## config.mk

```make
export PLATFORM = sky130hd
export DESIGN_NAME = shift_normalizer
export DESIGN_NICKNAME = d
export VERILOG_FILES = /design/src/rtl/shift_normalizer.sv
export SDC_FILE = /design/constraint.sdc
export NUM_CORES = 1
export LEC_CHECK = 0
export BUFFER_PORTS_ARGS = -buffer_cell sky130_fd_sc_hd__buf_2
export CAP_MARGIN = 25
export CORE_UTILIZATION = 40
export CTS_BUF_LIST = sky130_fd_sc_hd__clkbuf_2
export DETAILED_ROUTE_END_ITERATION = 6
export PLACE_DENSITY = 0.68
export SYNTH_ARGS = -nofsm -noshare
export SYNTH_HDL_FRONTEND = slang
export SYNTH_SLANG_ARGS = --single-unit
```

## constraint.sdc

```tcl
create_clock -name clk -period 2.35 [get_ports clk]
set_input_delay 0.47 -clock clk [delete_from_list [all_inputs] [get_ports clk]]
set_output_delay 0.47 -clock clk [all_outputs]
set_load 0.1 [all_outputs]
```

## src/rtl/shift_normalizer.sv

```systemverilog
// shift_normalizer: iterative leading/trailing-one normalizer.
// Accepts an operand, shifts it one bit per cycle until the selected end bit
// is set, then presents the normalized word and the number of shifts applied.
// Left mode (dir=0) finds the leading one; right mode (dir=1) finds the
// trailing one. An all-zero operand is flagged with zero=1.
module shift_normalizer #(
  parameter int WIDTH = 8,
  parameter int CNT_W = 3
) (
  input  logic             clk,
  input  logic             rst,
  input  logic             in_valid,
  output logic             in_ready,
  input  logic             dir,
  input  logic [WIDTH-1:0] d,
  output logic             out_valid,
  input  logic             out_ready,
  output logic [WIDTH-1:0] q,
  output logic [CNT_W-1:0] shamt,
  output logic             zero,
  output logic             busy
);

  typedef enum logic [1:0] {
    IDLE = 2'd0,
    SCAN = 2'd1,
    DONE = 2'd2
  } state_t;

  state_t           state_q, state_d;
  logic [WIDTH-1:0] work_q, work_d;
  logic             dir_q, dir_d;
  logic [CNT_W-1:0] cnt_q, cnt_d;
  logic [WIDTH-1:0] res_q, res_d;
  logic [CNT_W-1:0] shamt_q, shamt_d;
  logic             zero_q, zero_d;

  // The bit that terminates the scan: MSB when normalizing left, LSB when right.
  logic end_hit;
  assign end_hit = dir_q ? work_q[0] : work_q[WIDTH-1];

  // Next-state and datapath decisions for the IDLE/SCAN/DONE sequence.
  always_comb begin
    // NOTE: every signal gets a hold-value default first, so no branch can
    // leave one unassigned and infer a latch.
    state_d = state_q;
    work_d  = work_q;
    dir_d   = dir_q;
    cnt_d   = cnt_q;
    res_d   = res_q;
    shamt_d = shamt_q;
    zero_d  = zero_q;

    unique case (state_q)
      IDLE: begin
        if (in_valid) begin
          work_d  = d;
          dir_d   = dir;
          cnt_d   = '0;
          zero_d  = 1'b0;
          state_d = SCAN;
        end
      end
      SCAN: begin
        if (work_q == '0) begin
          zero_d  = 1'b1;
          res_d   = '0;
          shamt_d = '0;
          state_d = DONE;
        end else if (end_hit) begin
          res_d   = work_q;
          shamt_d = cnt_q;
          state_d = DONE;
        end else begin
          work_d = dir_q ? (work_q >> 1) : (work_q << 1);
          cnt_d  = cnt_q + CNT_W'(1);
        end
      end
      DONE: begin
        if (out_ready) state_d = IDLE;
      end
      default: state_d = IDLE;
    endcase
  end

  // State and result registers with synchronous reset.
  always_ff @(posedge clk) begin
    // NOTE: non-blocking assignments keep every flop sampling the pre-edge
    // values, independent of statement order.
    if (rst) begin
      state_q <= IDLE;
      res_q   <= '0;
      shamt_q <= '0;
      zero_q  <= 1'b0;
    end else begin
      state_q <= state_d;
      res_q   <= res_d;
      shamt_q <= shamt_d;
      zero_q  <= zero_d;
    end
  end

  // Scan working registers.
  always_ff @(posedge clk) begin
    // NOTE: these are left out of reset on purpose; they are always loaded on
    // accept before being read, so a reset would only add fan-out.
    work_q <= work_d;
    dir_q  <= dir_d;
    cnt_q  <= cnt_d;
  end

  assign in_ready  = (state_q == IDLE) && !rst;
  assign out_valid = (state_q == DONE);
  assign busy      = (state_q != IDLE);
  assign q         = res_q;
  assign shamt     = shamt_q;
  assign zero      = zero_q;

  // A nonzero operand must reach its end bit within WIDTH-1 shifts.
  cnt_no_wrap: assert property (@(posedge clk) disable iff (rst)
    !(state_q == SCAN && work_q != '0 && !end_hit && cnt_q == CNT_W'(WIDTH - 1)));

endmodule
```

==> results.md <==
* Hold Violations, Final at 0
* Post-DP HPWL at about 1900 µm
* Antenna cells at 0
* Leak pwr at about 0.67 nW
* Starting DRT DRC Count at 76
* Nets at 179
* Tightest Hold Check Type: in -> reg
* Critical path launch point type: flop
* DR vias at between 1k and 1.5k
* Fraction of layout instances using a drive strength above 1 at 27.4%
* Final Setup Violations at 0
* Synth warnings at 0
* Chip Height at 60.2 µm
* Post-Syn Instances at between 100 and 150
* Slew Viols, Final at 0
* Max Cap Viol at 0
* DR DRC count at 0
* Pwr per Cell Area at 800 mW/mm²
* Fmax achieved at approximately 480 MHz
* Mapped cell area at 0.00136 mm²
* Routed wire length at 2780 µm
* Worst R2R Start: work_q[6]
* Drt wl/cell at 13.4 µm
* Worst-margin pin slew at 0.707 ns
* Hold buffers post-CTS at 0
* Kind of critical path: reg -> out
* Area Overhead vs Synth at 15.8%
* Setup fix buffers added after clock tree synthesis at 0
* Min-delay src: dir
* Area of the core at 0.00313 mm²
* Router iterations before antenna repair at 4
* First-pass GRT wire length at 4690 µm
* TritonCTS clock tree: done
* Syn Nets at 155
* Dpl cell area at 0.00152 mm²
* Clock Sinks at 26
* Clk buf depth at 2
* Num CTS Buffers at 3
* Setup TNS at 0 ns
* WP data arrival at 1.63 ns
* Hold path cells at 1
* Number of global-route vias before repair at 1,021
* Clock transition at the registers of the reported paths at 0.27 ns
* RSZ-0062 raised after global routing: no
* Worst Skew at 0.0287 ns
* Run status: finished clean
* Peak supply drop at 0.243 mV
* Pin count of the biggest net entering global routing at 27
* R2r worst-path depth at 3
* Final Cycle Share at 89.5%
* Htree depth at 1
* Initial antenna violation count at 0
* Final RePlAce weighted congestion at 0.754
* Average size of a mapped cell at 9.61 µm²
* Design area at 0.00157 mm²
* Hold slack at between 0.2 and 0.25 ns
* Chip width at approximately 60 µm
* Starting Density at between 40% and 50%
* Seq/Total Area, Yosys at 47.3%
* Slew headroom at 52.9%
* Reg2reg end: work_q[2]
* Boundary Pins at 28
* FF+latch count, synth at 26
* IO buf count at 27
* Unique masters post-synth at 27
* Worst-path fanout max at 6
* End of the worst hold path: dir_q
* Crit path required time at 1.88 ns
* Global route overflow at 0
* Setup slack, reg-to-reg at 0.39 ns
* Total global routing track utilization at 17.5%
* DR vias/cell at 5.26
* Die Area at 0.00362 mm²
* Antenna Violating Nets Remaining at 0
* Root Buffer: clkbuf_2
* Worst skew pair latency at 0.39 ns
* Final min period at 2.10 ns
* Setup crit end kind: primary output
* Row count at 20
* Post_cts resized at 0
cells by family after synthesis:
group / synth area share (%)
adders and majority gates: 0.923
muxes: 5.17
DFF: 47.3
xor gates and xnor gates: 0.646
buffers and inverters: 4.25
AOI/OAI and AO/OA: 11.9
and+or+nand+nor: 29.8
per-stage QoR:
stage / power, mW / setup WS (ns) / instances / util [%]
6_report: 1.25 / 0.247 / 208 / 50.2
3_5_place_dp: 0.973 / 0.438 / 204 / 48.7
2_1_floorplan: 0.897 / 0.165 / 141 / -
5_1_grt: 1.31 / 0.176 / 208 / 50.2
3_3_place_gp: 0.966 / 0.509 / 204 / 48.7
4_1_cts: 1.26 / 0.252 / 208 / 50.2
flip-flops by register name, indices dropped and copies added (netlist names):
name,count
q,8
work_q,8
cnt_q,3
shamt,3
state_q,2
dir_q,1
zero,1
synth_stat cells (all sizes together):
library cell   n  share of area, %
mux2i          7               5.2
or3b           2               1.3
or2            1              0.46
o21ai          8               3.0
o211a          1              0.74
buf            5               2.0
a21oi          2               1.0
o211ai        12               6.6
inv            1              0.28
or4            2               1.1
nor2           3              0.83
xnor2          1              0.65
or3            1              0.46
or4b          11               8.1
ha             1              0.92
a211oi         1              0.55
clkbuf         7               1.9
and2           1              0.46
nand2         22               6.1
dfxtp         14                21
nand2b         2              0.92
nand3         11               4.1
edfxtp        12                27
nor2b         13               6.0
worst max path at each step:
stage | from | end | slack (ns) | cells past startpoint
4_1_cts | state_q[1] | in_ready | 0.25 | 3
3_5_place_dp | work_q[2] | work_q[2] | 0.44 | 3
6_report | state_q[1] | in_ready | 0.25 | 3
5_1_grt | state_q[1] | in_ready | 0.18 | 3
3_3_place_gp | work_q[2] | work_q[3] | 0.51 | 3
2_1_floorplan | state_q[1] | in_ready | 0.17 | 2
area by class of cell:
| type | count | area [µm²] |
|---|---|---|
| Inverter | 1 | 3.75 |
| Fill cell | 309 | 1560 |
| Clock buffer | 3 | 15.0 |
| Multi-Input combinational cell | 102 | 659 |
| Clock inverter | 1 | 30.0 |
| Sequential cell | 26 | 641 |
| Timing Repair Buffer | 31 | 165 |
| Tap cell | 44 | 55.1 |
report_power, final:
part           leakage, nW  internal (mW)  switching, mW  total (mW)
sequential           0.232          0.537         0.0397       0.576
combinational        0.413         0.0919          0.296       0.388
clock               0.0266          0.146          0.144       0.291
worst max-delay path, stage by stage (launching register included):
cell	delay, ns
dfxtp_1	0.42
or2_2	0.32
nor2_2	0.08
buf_2	0.42
layout by cell type, fill, tap and decap left out, types with 2 or more instances in the layout:
master    netlist  routed
or3b_2          2       2
or4b_1          6       6
dfxtp_1        14      14
o211ai_1       12      12
edfxtp_1       12      12
buf_2           4      27
mux2i_1         7       7
nand3_1        11      11
o21ai_0         8       8
or4_1           2       2
clkbuf_2        0       3
nor2b_1        13      13
or4b_2          5       5
nand2_1        22      22
nor2_1          3       2
buf_4           1       4
nand2b_1        2       2
per-layer routing:
layer	track usage (%)	wire length, µm	up-vias
met4	6.31	37	0
met3	3.68	129	5
li1	-	-	559
met5	0	0	-
met2	27.9	1190	33
met1	23.0	1430	498
Note: power is estimated with default switching activity, not from simulation.
